**config.mk**
```make
export PLATFORM = sky130hd
export DESIGN_NAME = imu_ctrl
export DESIGN_NICKNAME = d
export VERILOG_FILES = /design/src/rtl/imu_pkg.sv /design/src/rtl/imu_unpack.sv /design/src/rtl/imu_ctrl.sv
export SDC_FILE = /design/constraint.sdc
export NUM_CORES = 1
export LEC_CHECK = 0
export BUFFER_PORTS_ARGS = -buffer_cell sky130_fd_sc_hd__buf_2
export CAP_MARGIN = 5
export CORE_MARGIN = 2
export CORE_UTILIZATION = 45
export DETAILED_ROUTE_END_ITERATION = 7
export GPL_TIMING_DRIVEN = 0
export HOLD_SLACK_MARGIN = 0.02
export PLACE_DENSITY_LB_ADDON = 0.1
export RECOVER_POWER = 25
export REMOVE_ABC_BUFFERS = 1
export SYNTH_ARGS = -nofsm -noshare
export SYNTH_HDL_FRONTEND = slang
export SYNTH_SLANG_ARGS = --single-unit
export TNS_END_PERCENT = 20
```
**constraint.sdc**
```tcl
create_clock -name clk -period 1.8 [get_ports clk]
set_input_delay 0 -clock clk [delete_from_list [all_inputs] [get_ports clk]]
set_output_delay 0 -clock clk [all_outputs]
set_load 0.02 [all_outputs]
```
**src/rtl/imu_pkg.sv**
```systemverilog
// Shared types and constants for the IMU controller: FSM states, register map,
// the power-up configuration table and the unpacked sample layout.
package imu_pkg;

  typedef enum logic [3:0] {
    IDLE,
    WR_ISSUE,
    WR_WAIT,
    ID_ISSUE,
    ID_WAIT,
    READY,
    RD_ISSUE,
    RD_WAIT,
    ERROR
  } state_t;

  localparam logic [7:0] WHOAMI_ADDR        = 8'h0F;
  localparam logic [7:0] WHOAMI_DEFAULT     = 8'h6C;
  localparam logic [7:0] BURST_ADDR_DEFAULT = 8'h22;
  localparam int         INIT_LEN           = 3;
  localparam logic [1:0] INIT_LAST          = 2'(INIT_LEN - 1);

  typedef struct packed {
    logic [7:0] addr;
    logic [7:0] data;
  } reg_wr_t;

  typedef struct packed {
    logic signed [15:0] gx;
    logic signed [15:0] gy;
    logic signed [15:0] gz;
    logic signed [15:0] ax;
    logic signed [15:0] ay;
    logic signed [15:0] az;
  } sample_t;

  // Configuration writes issued in order after start: two ODR/range registers, then control.
  function automatic reg_wr_t init_entry(input logic [1:0] idx);
    reg_wr_t e;
    case (idx)
      2'd0:    e = '{addr: 8'h10, data: 8'h60};
      2'd1:    e = '{addr: 8'h11, data: 8'h60};
      default: e = '{addr: 8'h12, data: 8'h44};
    endcase
    return e;
  endfunction

endpackage

```
**src/rtl/imu_unpack.sv**
```systemverilog
// Splits the 12-byte burst (byte 0 in the low bits) into six little-endian signed words.
// Purely combinational, no handshake.
module imu_unpack
  import imu_pkg::*;
(
  input  logic [95:0] raw,
  output sample_t     sample
);

  always_comb begin
    sample    = '0;
    sample.gx = raw[15:0];
    sample.gy = raw[31:16];
    sample.gz = raw[47:32];
    sample.ax = raw[63:48];
    sample.ay = raw[79:64];
    sample.az = raw[95:80];
  end

endmodule

```
**src/rtl/imu_ctrl.sv**
```systemverilog
// IMU controller: writes the init table, verifies WHO_AM_I, then services ticks with bursts.
// One cycle from tick to burst_enable and from burst_done to sample_valid; busy ticks flag overrun.
module imu_ctrl
  import imu_pkg::*;
#(
  parameter logic [7:0] WHOAMI_VAL = WHOAMI_DEFAULT,
  parameter logic [7:0] BURST_ADDR = BURST_ADDR_DEFAULT
) (
  input  logic               clk,
  input  logic               reset,
  input  logic               start,
  input  logic               tick,
  output logic [7:0]         spi_addr,
  output logic [7:0]         spi_wdata,
  output logic               spi_read,
  output logic               spi_enable,
  input  logic               spi_done,
  input  logic [7:0]         spi_rdata,
  output logic [7:0]         burst_addr,
  output logic               burst_enable,
  input  logic               burst_done,
  input  logic [95:0]        burst_rdata,
  output logic signed [15:0] gx,
  output logic signed [15:0] gy,
  output logic signed [15:0] gz,
  output logic signed [15:0] ax,
  output logic signed [15:0] ay,
  output logic signed [15:0] az,
  output logic               sample_valid,
  output logic               ready,
  output logic               error,
  output logic               overrun
);

  state_t     state;
  logic [1:0] idx;
  sample_t    unpacked;
  sample_t    smp;

  imu_unpack u_unpack (
    .raw    (burst_rdata),
    .sample (unpacked)
  );

  assign gx = smp.gx;
  assign gy = smp.gy;
  assign gz = smp.gz;
  assign ax = smp.ax;
  assign ay = smp.ay;
  assign az = smp.az;

  // Enables are set on entry to an *_ISSUE state so they are high exactly while in it;
  // address/data/read are loaded at the same time and left alone until the next issue.
  always_ff @(posedge clk) begin
    if (reset) begin
      state        <= IDLE;
      idx          <= '0;
      spi_addr     <= '0;
      spi_wdata    <= '0;
      spi_read     <= 1'b0;
      spi_enable   <= 1'b0;
      burst_addr   <= '0;
      burst_enable <= 1'b0;
      smp          <= '0;
      sample_valid <= 1'b0;
      ready        <= 1'b0;
      error        <= 1'b0;
      overrun      <= 1'b0;
    end else begin
      spi_enable   <= 1'b0;
      burst_enable <= 1'b0;
      sample_valid <= 1'b0;
      overrun      <= 1'b0;
      case (state)
        IDLE: begin
          if (start) begin
            state                  <= WR_ISSUE;
            idx                    <= '0;
            spi_enable             <= 1'b1;
            spi_read               <= 1'b0;
            {spi_addr, spi_wdata}  <= init_entry(2'd0);
          end
        end
        WR_ISSUE: state <= WR_WAIT;
        WR_WAIT: begin
          if (spi_done) begin
            spi_enable <= 1'b1;
            if (idx == INIT_LAST) begin
              state     <= ID_ISSUE;
              spi_read  <= 1'b1;
              spi_addr  <= WHOAMI_ADDR;
              spi_wdata <= '0;
            end else begin
              state                 <= WR_ISSUE;
              idx                   <= idx + 2'd1;
              {spi_addr, spi_wdata} <= init_entry(idx + 2'd1);
            end
          end
        end
        ID_ISSUE: state <= ID_WAIT;
        ID_WAIT: begin
          if (spi_done) begin
            if (spi_rdata == WHOAMI_VAL) begin
              state <= READY;
              ready <= 1'b1;
            end else begin
              state <= ERROR;
              error <= 1'b1;
            end
          end
        end
        READY: begin
          if (tick) begin
            state        <= RD_ISSUE;
            burst_enable <= 1'b1;
            burst_addr   <= BURST_ADDR;
          end
        end
        RD_ISSUE: begin
          state <= RD_WAIT;
          if (tick) overrun <= 1'b1;
        end
        RD_WAIT: begin
          // A tick landing with burst_done is still a drop: no request is queued.
          if (tick) overrun <= 1'b1;
          if (burst_done) begin
            state        <= READY;
            smp          <= unpacked;
            sample_valid <= 1'b1;
          end
        end
        ERROR: begin
          error <= 1'b1;
          ready <= 1'b0;
        end
        default: state <= IDLE;
      endcase
    end
  end

endmodule

```
Word-level counts from Yosys, hierarchy flattened
Cells that the tools add are included.
{ "totals": {"ff_bits": 126, "out_inout_bits": 127} }
{ "classes": {"n_addsub": 1, "n_eq_ne": 20, "muxes": 36, "bitwise_logic": 4, "reduce_logical": 16} }
{ "op_table": {"columns": ["cell", "count"], "rows": [
  ["$mux 8", 5],
  ["$pmux 4 s9", 1],
  ["$pmux 8 s2", 2],
  ["$mux 4", 6],
  ["$pmux 10 s2", 1],
  ["$ne 2x2->1 const B", 9],
  ["$eq 4x3->1 const B", 4],
  ["$mux 1", 11],
  ["$reduce_and 3->1", 3],
  ["$eq 4x2->1 const B", 2],
  ["$eq 8x7->1 const B", 1],
  ["$mux 2", 4],
  ["$pmux 1 s2", 4],
  ["$reduce_and 4->1", 2],
  ["$reduce_or 2->1", 4],
  ["$reduce_and 6->1", 1],
  ["$mux 5", 1],
  ["$eq 4x1->1 const B", 1],
  ["$eq 4x4->1 const B", 1],
  ["$logic_not 4->1", 1],
  ["$not 1->1", 4],
  ["$pmux 2 s2", 1],
  ["$reduce_and 2->1", 2],
  ["$reduce_bool 2->1", 2],
  ["other kinds (4)", 4]
]} }

Longest topological paths before layout
Gate-level depths: netlist of the first run.
{ "depth": {"word_depth": 6, "depth_mapped": 7, "ltp_nobuf": 6} }

Cells and area by module
From an unflattened synthesis of the first run, not the netlist that was laid out.
{ "hier_totals": {"cells_unflattened": 645, "area_unflattened_um2": 5122.4} }
{ "modules_own_cells": {"columns": ["module", "instances", "cells_each", "area_each_um2"], "rows": [
  ["imu_ctrl", 1, 549, 4401.7],
  ["imu_unpack", 1, 96, 720.7]
]} }

Worst setup path after synthesis of the first run
OpenSTA, ideal clock, no wires.
{ "synth_timing": {"path_type": "register to register", "startpoint": "register state[2]", "endpoint": "register smp, in the netlist ay[0]", "setup_time_ns": 0.132, "t_arrival_ns": 1.385, "setup_slack_ns": 0.283, "stages_incl_launch_ff": 8, "period_less_slack_ns": 1.517, "path_cell_list": "dfxtp_1 > nand4b_1 > or2_1 > clkbuf_1 > buf_2 > buf_2 > nand2_1 > a21oi_1"} }
{ "synth_via": {"elab_chain_len": 2} }
{ "synth_rtl": {"columns": ["element", "line_no", "text"], "rows": [
  ["start: declaration", "imu_ctrl.sv:35", "state_t state;"],
  ["start signal: assignment", "imu_ctrl.sv:56", "state <= IDLE;"],
  ["start signal: assignment", "imu_ctrl.sv:77", "state <= WR_ISSUE;"],
  ["start signal: assignment", "imu_ctrl.sv:84", "WR_ISSUE: state <= WR_WAIT;"],
  ["$eq 4x3->1", "imu_ctrl.sv:74", "case (state)"],
  ["$reduce_and 2->1 (no line)", null, null],
  ["end signal: assignment", "imu_ctrl.sv:128", "smp <= unpacked;"],
  ["end: declaration", "imu_ctrl.sv:38", "sample_t smp;"]
]} }
No other way between the ends.
A chain may end at the register's enable or synchronous reset.

Worst setup path in the final report of the first run
{ "layout_timing": {"startpoint": "register state[0]", "endpoint": "register smp, in the netlist gz[15]"} }
The elaborated chain is that of the path after synthesis.

==> results of run 1 <==
[critical path, cell delays in order (launching register included)]
cell,delay [ns]
dfxtp_2,0.48
nand4b_1,0.18
or2_4,0.40
buf_16,0.23
nand2_1,0.13
a21oi_1,0.08
[layer usage]
metal / track usage / share of wire
met2: 0.449 / 0.51
met1: 0.288 / 0.40
met3: 0.0793 / 0.071
met5: 0 / 0
met4: 0.102 / 0.021
[cells by family after synthesis]
| kind of cell | Yosys count | synth area share |
|---|---|---|
| simple gates | 241 | 0.228 |
| compound gates | 123 | 0.150 |
| flops | 116 | 0.528 |
| buf+inv | 61 | 0.0753 |
| mux | 4 | 0.00938 |
| fa+ha+maj | 3 | 0.00853 |
| other cells | 1 | 0.000852 |
[state kept, by name, indices dropped and copies added, names as in the netlist]
| signal | cells |
|---|---|
| ay | 16 |
| burst_addr | 1 |
| idx | 2 |
| az | 16 |
| spi_read | 1 |
| gy | 16 |
| error | 1 |
| overrun | 1 |
| gx | 16 |
| sample_valid | 1 |
| gz | 16 |
| ax | 16 |
| state | 4 |
| spi_wdata | 3 |
| ready | 1 |
| spi_addr | 3 |
| burst_enable | 1 |
| spi_enable | 1 |
[power by group through the flow]
stage          combinational, uW  clock, uW  sequential (uW)
3_5_place_dp                 461          0             2720
3_3_place_gp                 447          0             2720
4_1_cts                      646       3190             2670
6_report                     664       3150             2680
2_1_floorplan                214          0             2740
5_1_grt                      718       3330             2680
[final cells by class]
| type | instances | area (sq um) |
|---|---|---|
| Fill cell | 741 | 2470 |
| Sequential cell | 116 | 2330 |
| Timing Repair Buffer | 339 | 2260 |
| Multi-Input combinational cell | 387 | 1820 |
| Clock buffer | 24 | 480 |
| Tap cell | 133 | 166 |
| Clock inverter | 5 | 75.1 |
| Inverter | 6 | 22.5 |
[metrics by stage]
step | TNS (ns) | total power (uW) | cells | setup slack [ns]
2_1_floorplan | -218.11 | 2950 | 507 | -2.26
3_3_place_gp | -396.79 | 3170 | 862 | -4.41
3_5_place_dp | -35.35 | 3180 | 866 | -0.488
4_1_cts | 0 | 6510 | 1008 | 0.128
5_1_grt | 0 | 6730 | 1010 | 0.0162
6_report | 0 | 6490 | 1010 | 0.107
[worst max-delay path by stage]
stage	start	endpoint	slack, ns	depth (start not counted)
2_1_floorplan	state[2]	ax[0]	-2.26	4
3_3_place_gp	state[1]	az[0]	-4.41	4
3_5_place_dp	state[1]	az[0]	-0.49	5
4_1_cts	state[3]	gy[10]	0.13	5
5_1_grt	state[0]	gz[15]	0.02	5
6_report	state[0]	gz[15]	0.11	5
[what timing repair did]
action | 4_1_cts | 5_1_grt
setup buffers | 5 | 2
endpoints found under the hold margin | 105 | 0
endpoints found under the setup margin | 96 | 37
pin swaps | 3 | 1
gates cloned | 2 | 0
gates resized for setup | 4 | 3
hold buffers | 106 | 0
[cell usage after synthesis (2+ instances only)]
master	instances
a21oi_1	106
a311oi_1	2
buf_2	10
buf_4	24
clkbuf_1	21
dfxtp_1	116
ha_1	3
inv_1	6
mux2i_1	3
nand2_1	199
nand3_1	2
nand4bb_1	2
nor2_1	18
nor2b_1	2
nor3_1	6
o211ai_1	2
o21ai_1	2
o22ai_1	2
o31ai_1	2
or2_1	2
==> run_results.csv, run 1 <==
group,metric,value,unit
cts,htree_num_levels,4,
synth,syn_avg_cell_area,8.02,sq um
critical_path,critPathMaxFanout,59,
floorplanning,io_pins,237,
floorplanning,start_util,0.457,
global_route,grt_max_degree,61,
synth,netlist_instances,549,
floorplanning,coreArea,9640,sq um
critical_path,r2r-start,"state[0]",
cts,cts_buffers,17,
hold_path,holdCritPathClass,"input port to flop",
global_route,grt_usage,0.255,
cts,ctsLongestPathBuffers,2,
sta,drv_slew,0,
synth,yosys_warnings,0,
floorplanning,num_rows,36,
sta,rsz0062_at_grt,"false",
detailed_routing,dr.pass1.iters,5,
finish,antennaDiodeCount,0,
cts,cts.clk_slew.worst_paths,0.05,ns
placed_design,numPortBuffers,222,
finish,layout_common_cells,"nand2_1, buf_2, dfxtp_1",
floorplanning,die_h,103,microns
global_route,antenna_found_initial,0,
critical_path,cp-end-kind,"flop",
synth,synth_edf_count,0,
flow_run,drv_cap,0,
hold_path,hp-start,"start",
placed_design,place_area,5530,sq um
synth,synth.top_cells.by_area,"dfxtp_1, nand2_1, a21oi_1",
synth,ys_async_sr_fraction,0,
synth,synth_area,4400,sq um
pwr,ir_drop,540,uV
placed_design,hpwl,8170,microns
detailed_routing,vias_per_cell,4.85,
finish,area_growth,62.8,%
critical_path,worstPathArrival,2.04,ns
placed_design,place.gp.congestion,0.785,
critical_path,critPathRequiredTime,2.15,ns
detailed_routing,vias,4902,
finish,finish.instance_area,7160,sq um
detailed_routing,wl,14600,microns
global_route,grt_pass1_vias,4451,
synth,ys_ff_latch,116,
finish,final_nets,980,
hold_path,whs_endpoint,"state[0]",
floorplanning,die_area,10600,sq um
pwr,internal_power,5040,uW
synth,synth-seq-area-share,0.528,
finish,drive_above_1_share,0.246,
pwr,p_sw,1450,uW
sta,relSlewSlack,0.572,
detailed_routing,wl_per_cell,14.5,microns
critical_path,path_class,"flop to flop",
sta,tightest_slew,0.642,ns
detailed_routing,drc,0,
pwr,power_density,906,nW/um^2
sta,period_share,0.940,
synth,synth_top_cell_area_share,0.528,
critical_path,r2r_end,"gz[15]",
synth,ys_types,39,
synth,yosys.area.top_type,"dfxtp_1",
cts,cts_tree,"yes",
critical_path,reg2reg_depth,5,
hold_path,whs_path_depth,5,
pwr,clockPowerShare,0.485,
critical_path,regToRegSetupSlack,0.11,ns
sta,setup_viol,0,
floorplanning,die_w,103,microns
finish,final_common_cell,"nand2_1",
sta,hold_slack,0.0672,ns
global_route,grt-ovfl-total,0,
cts,cts.sinks,116,
sta,finalCriticalPeriod,1.69,ns
sta,fmax,591,MHz
finish,fin_util,0.743,
run_status,outcome,"finished clean",
pwr,cellLeakagePower,0.00294,uW
synth,synthFlopType,"dfxtp_1",
detailed_routing,ant_nets,0,
sta,final.setup_skew,0.00954,ns
pwr,combPwrFrac,0.102,
detailed_routing,drt-initial-drc-count,219,
global_route,grt_pass1_wl,21000,microns
cts,clk_latency,0.50,ns
pwr,switching_share,0.224,
cts,clockRootBuffer,"clkbuf_8",
sta,final-hold-violation-count,0,
pwr,p_seq_frac,0.412,
critical_path,start_kind,"flop",
(Power assumes the default switching activity.)
==> run 2: changes to the inputs <==
--- a/config.mk
+++ b/config.mk
@@ -8,7 +8,7 @@
 export BUFFER_PORTS_ARGS = -buffer_cell sky130_fd_sc_hd__buf_2
 export CAP_MARGIN = 5
 export CORE_MARGIN = 2
-export CORE_UTILIZATION = 45
+export CORE_UTILIZATION = 47
 export DETAILED_ROUTE_END_ITERATION = 7
 export GPL_TIMING_DRIVEN = 0
 export HOLD_SLACK_MARGIN = 0.02
@@ -17,5 +17,6 @@
 export REMOVE_ABC_BUFFERS = 1
 export SYNTH_ARGS = -nofsm -noshare
 export SYNTH_HDL_FRONTEND = slang
+export SYNTH_HIERARCHICAL = 1
 export SYNTH_SLANG_ARGS = --single-unit
 export TNS_END_PERCENT = 20
==> run 2 against run 1 <==
Effect of this change: final cell count about the same; critical path depth up 1; setup slack worse by 0.0095 ns; combinational power down 2%; clock skew up 0.00074 ns; register-to-register slack about the same; clock power about the same; critical endpoint is now ax[13]; largest cell class unchanged; largest power group unchanged.
==> run_results.csv, run 2 <==
group,metric,value,unit
detailed_routing,drc,0,
sta,drv_slew,0,
detailed_routing,ant_nets,0,
hold_path,whs_path_depth,5,
global_route,grt_use_met3,0.0669,
placed_design,hpwl,8410,microns
hold_path,hp-start,"spi_rdata[2]",
finish,layout_common_cells,"buf_2, nand2_1, dfxtp_1",
global_route,antenna_found_initial,0,
global_route,use_met1,0.251,
detailed_routing,vias,4737,
floorplanning,coreArea,10700,sq um
hold_path,holdCritPathClass,"input port to flop",
global_route,grt_pass1_wl,20600,microns
sta,relSlewSlack,0.530,
finish,final_common_cell,"buf_2",
synth,netlist_instances,645,
critical_path,worstPathArrival,2.10,ns
synth,synth-seq-area-share,0.453,
critical_path,critPathRequiredTime,2.20,ns
sta,setup_viol,0,
detailed_routing,wl,13600,microns
floorplanning,num_rows,38,
detailed_routing,dr.pass1.iters,6,
synth,synth_edf_count,0,
critical_path,r2r-start,"state[1]",
synth,ys_async_sr_fraction,0,
critical_path,regToRegSetupSlack,0.1,ns
synth,synthFlopType,"dfxtp_1",
synth,yosys.area.top_type,"dfxtp_1",
critical_path,cp-end-kind,"flop",
sta,hold_slack,0.0385,ns
synth,ys_ff_latch,116,
sta,tightest_slew,0.704,ns
cts,ctsLongestPathBuffers,2,
synth,ys_types,39,
critical_path,r2r_end,"ax[13]",
finish,final_nets,972,
global_route,met2_usage,0.394,
sta,final.setup_skew,0.0103,ns
finish,drive_above_1_share,0.311,
placed_design,numPortBuffers,222,
detailed_routing,vias_per_cell,4.69,
cts,cts.clk_slew.worst_paths,0.06,ns
sta,period_share,0.946,
synth,synth_commonest_cells,"nand2_1, buf_4, dfxtp_1",
sta,final-hold-violation-count,0,
global_route,grt.busiest_layer,"met2",
critical_path,start_kind,"flop",
hold_path,whs_endpoint,"state[3]",
pwr,power,6500,uW
cts,clockRootBuffer,"clkbuf_8",
cts,htree_num_levels,4,
synth,syn_avg_cell_area,7.94,sq um
floorplanning,io_pins,237,
critical_path,critPathMaxFanout,37,
cts,cts_buffers,17,
run_status,outcome,"finished clean",
cts,cts.sinks,116,
floorplanning,start_util,0.477,
sta,tns,0,ns
sta,fmax,588,MHz
critical_path,reg2reg_depth,6,
cts,clk_latency,0.50,ns
flow_run,drv_cap,0,
global_route,grt_pass1_vias,4379,
detailed_routing,wl_per_cell,13.5,microns
synth,synth.top_cells.by_area,"dfxtp_1, buf_4, nand2_1",
floorplanning,die_area,11700,sq um
placed_design,place.gp.congestion,0.792,
cts,cts_tree,"yes",
synth,yosys_warnings,6,
floorplanning,die_h,108,microns
detailed_routing,drt-initial-drc-count,275,
floorplanning,die_w,108,microns
pwr,cellLeakagePower,0.00315,uW
pwr,ir_drop,527,uV
critical_path,path_class,"flop to flop",
global_route,grt_max_degree,68,
sta,finalCriticalPeriod,1.70,ns
finish,antennaDiodeCount,0,
synth,synth_area,5120,sq um
finish,area_growth,39.7,%
synth,yosysMostFrequentCell,"nand2_1",
global_route,grt-ovfl-total,0,
pwr,power_density,909,nW/um^2
global_route,grt_usage,0.224,
synth,synth_top_cell_area_share,0.453,
==> run 2: critical path: stages (launching register included) <==
cell and delay [ns]:
dfxtp_2 0.49, nand4b_1 0.18, buf_4 0.20, nor2_4 0.20
buf_12 0.22, nand2_1 0.09, a21oi_1 0.19
==> run 2: how the worst max path moves through the flow <==
stage                   from  slack, ns  cells after the start      to
floorplan           state[2]      -2.26                      4   ax[0]
global placement    state[1]      -4.34                      4   az[6]
detailed placement  state[1]      -0.27                      5   ay[9]
CTS                 state[3]       0.05                      5   az[0]
global route        state[1]     -0.003                      5  az[13]
finish              state[1]        0.1                      6  ax[13]
==> run 2: layout make-up <==
cell class,instances,area (sq um)
Clock buffer,22,463
Clock inverter,9,104
Fill cell,879,3590
Inverter,6,22.5
Multi-Input combinational cell,386,1820
Sequential cell,116,2330
Tap cell,140,175
Timing Repair Buffer,332,2250
==> run 2: stage by stage <==
step                cells  utilization  setup WS (ns)  cell area (sq um)
global placement      869        0.505          -4.34               5430
detailed placement    873        0.514         -0.269               5520
CTS                  1011        0.665         0.0534               7150
floorplan             507            -          -2.26               4140
finish               1011        0.666         0.0980               7150
global route         1011        0.666       -0.00305               7150
==> run 2: kinds of logic (layout without fill, tap and decap cells) <==
| kind of cell | count (synthesis) | after routing | synth area share |
|---|---|---|---|
| muxes | 4 | 4 | 0.00806 |
| AOI/OAI and AO/OA | 123 | 123 | 0.129 |
| adders and majority gates | 3 | 3 | 0.00733 |
| buffers and inverters | 157 | 369 | 0.205 |
| DFF | 116 | 116 | 0.453 |
| other | 1 | 14 | 0.000732 |
| and+or+nand+nor | 241 | 242 | 0.196 |
==> run 2: what timing repair did <==
item | in CTS | in global routing
pin swaps | 2 | 0
gates cloned | 1 | 0
gates resized for setup | 3 | 2
buffers inserted | 3 | 0
hold buffers | 103 | 0
setup endpoints to repair | 97 | 75
endpoints found under the hold margin | 104 | 0
==> run 2: power breakdown <==
part	switching, uW	internal (uW)
Combinational	310	341
Clock	1120	2060
Sequential	66.3	2610
Total	1490	5010
==> run 2: layer usage <==
metal  up-vias  part of all wire  wire length (microns)
met5         -                 0                      0
met4         0             0.019                    261
met3        24             0.063                    853
met2       166              0.51                   6890
met1      2169              0.41                   5630
li1       2378                 -                      -
==> run 3: changes to the inputs <==
--- a/config.mk
+++ b/config.mk
@@ -5,10 +5,12 @@
 export SDC_FILE = /design/constraint.sdc
 export NUM_CORES = 1
 export LEC_CHECK = 0
+export ABC_AREA = 1
 export BUFFER_PORTS_ARGS = -buffer_cell sky130_fd_sc_hd__buf_2
 export CAP_MARGIN = 5
 export CORE_MARGIN = 2
-export CORE_UTILIZATION = 47
+export CORE_UTILIZATION = 48
+export CTS_CLUSTER_DIAMETER = 40
 export DETAILED_ROUTE_END_ITERATION = 7
 export GPL_TIMING_DRIVEN = 0
 export HOLD_SLACK_MARGIN = 0.02
==> run 3 against run 2 <==
Effect of this change: design area up 0.19%; critical path depth increased by 1; setup slack gained 0.041 ns; first-iteration DRC count down 4.4%; power increased by 3.4%; count of clock-buffer cells in the layout decreased by 2; sequential share of layout area down 0.13 points; fmax rose by 2.4%.
==> run_results.csv, run 3 <==
group,metric,value,unit
run_status,outcome,"finished clean",
floorplanning,die_w,110,microns
finish,drive_above_1_share,0.240,
detailed_routing,dr.pass1.iters,4,
pwr,ir_drop,768,uV
pwr,switching_share,0.256,
synth,yosys.area.top_type,"dfxtp_1",
placed_design,dp_slack,-0.108,ns
finish,final_common_cell,"buf_2",
sta,period_share,0.923,
synth,synth_area,5350,sq um
sta,fmax,602,MHz
sta,final-hold-violation-count,0,
cts,cts.clk_slew.worst_paths,0.06,ns
cts,htree_num_levels,4,
critical_path,worstPathArrival,2.05,ns
hold_path,holdCritPathClass,"input port to flop",
global_route,grt_pass1_wl,20000,microns
sta,relSlewSlack,0.383,
placed_design,place.gp.congestion,0.824,
pwr,power,6720,uW
floorplanning,coreArea,10800,sq um
finish,antennaDiodeCount,0,
critical_path,cpMaxStageDelayCell,"dfxtp_1",
detailed_routing,drt-initial-drc-count,263,
sta,setup_viol,0,
synth,syn_avg_cell_area,8.01,sq um
pwr,clockPowerShare,0.457,
critical_path,critPathRequiredTime,2.19,ns
sta,rsz0062_at_grt,"false",
global_route,grt_max_degree,104,
synth,synth_commonest_cells,"dfxtp_1, buf_4, inv_1",
critical_path,crit_family,"buffers and inverters",
global_route,grt-ovfl-total,0,
sta,final.setup_skew,0.00736,ns
cts,cts_buffers,17,
cts,ctsLongestPathBuffers,2,
synth,synthFlopType,"dfxtp_1",
detailed_routing,ant_nets,0,
pwr,power_density,938,nW/um^2
sta,hold_slack,0.0489,ns
pwr,cellLeakagePower,0.00314,uW
global_route,antenna_found_initial,0,
cts,clockRootBuffer,"clkbuf_8",
detailed_routing,vias_per_cell,4.57,
finish,fin_util,0.661,
sta,setup_ws,0.139,ns
critical_path,crit_path_frequent_cell,"buf_12",
synth,yosysMostFrequentCell,"dfxtp_1",
synth,yosys_warnings,6,
global_route,grt_pass1_vias,4331,
detailed_routing,vias,4744,
global_route,grt_usage,0.215,
floorplanning,num_rows,38,
cts,cts_tree,"yes",
critical_path,cp-end-kind,"flop",
placed_design,hpwl,7850,microns
floorplanning,io_pins,237,
critical_path,start_kind,"flop",
sta,tightest_slew,0.925,ns
detailed_routing,drc,0,
sta,drv_slew,0,
critical_path,slowest_delay,0.42,ns
pwr,combPwrFrac,0.138,
synth,synth-seq-area-share,0.434,
sta,finalCriticalPeriod,1.66,ns
synth,synth_edf_count,0,
finish,layout_common_cells,"buf_2, dfxtp_1, inv_1",
floorplanning,die_area,12000,sq um
floorplanning,start_util,0.493,
synth,ys_types,28,
finish,area_growth,34.0,%
synth,synth_top_cell_area_share,0.434,
pwr,p_seq_frac,0.406,
placed_design,numPortBuffers,222,
critical_path,path_class,"flop to flop",
synth,synth.top_cells.by_area,"dfxtp_1, buf_4, a21oi_1",
pwr,internal_power,5000,uW
cts,cts.sinks,116,
critical_path,worstPathBufferInverterCount,3,
finish,final_nets,997,
floorplanning,die_h,110,microns
cts,clk_latency,0.51,ns
synth,ys_async_sr_fraction,0,
pwr,p_sw,1720,uW
flow_run,drv_cap,0,
synth,netlist_instances,668,
critical_path,cp_cell_sequence,"inv_2 > nor2_4 > nand4_4 > buf_12 > buf_12 > o21ai_1 > a21oi_1",
detailed_routing,wl,13500,microns
synth,ys_ff_latch,116,
detailed_routing,wl_per_cell,13.0,microns
critical_path,critPathMaxFanout,66,
run 3: kinds of logic (layout without fill, tap and decap cells):
group,after synthesis,count (layout),share of synthesized area
buffers and inverters,264,479,0.293
adders and majority gates,3,3,0.00702
and+or+nand+nor,72,73,0.0653
other,1,14,0.000701
AOI/OAI and AO/OA,212,212,0.200
DFF,116,116,0.434
run 3: per-stage QoR:
| stage | TNS [ns] | cells | area [sq um] |
|---|---|---|---|
| floorplan | -78.47 | 533 | 4270 |
| global placement | -155.77 | 895 | 5550 |
| detailed placement | -2.34 | 898 | 5610 |
| CTS | 0 | 1035 | 7220 |
| global route | 0 | 1037 | 7170 |
| finish | 0 | 1037 | 7170 |
run 3: power groups by stage:
stage               clock network, uW  logic, uW  registers (uW)
floorplan                           0        401            2830
global placement                    0        737            2770
CTS                              3130        919            2730
finish                           3070        925            2730
global route                     3250       1020            2740
detailed placement                  0        735            2770
run 3: layout make-up:
type                    instances  area [sq um]
well taps                     140           175
clock inverters                12           114
clock buffers                  20           425
repair buffers                331          2170
multi-input cells             302          1520
flip-flops and latches        116          2320
fillers                       904          3670
inverters                     116           438
run 3: worst register-to-register path: cells and delay by family (launching register included):
family | cells | cell delay [ns]
compound gates | 2 | 0.27
buf+inv | 3 | 0.51
simple gates | 2 | 0.35
flops | 1 | 0.42
run 3: path summary, 6_finish.rpt:
kind	startpoint	slack (ns)	endpoint	cells after the start
min reg2reg	gx[3]	0.44	gx[3]	2
max	state[2]	0.14	ax[4]	7
max reg2reg	state[2]	0.14	ax[4]	7
min	start	0.05	spi_read	6
run 3: timing repair:
item,4_1_cts,5_1_grt
buffers inserted,2,2
hold buffers,101,0
endpoints found under the setup margin,33,3
endpoints found under the hold margin,111,0
gates cloned,2,0
pin swaps,1,1
resized for setup,0,0
run 3: metal layers:
metal,vias to the layer above,global-route usage,share of wire
li1,2441,-,-
met1,2107,0.249,0.42
met2,173,0.362,0.48
met4,0,0.0940,0.019
met3,23,0.0694,0.074
met5,-,0,0
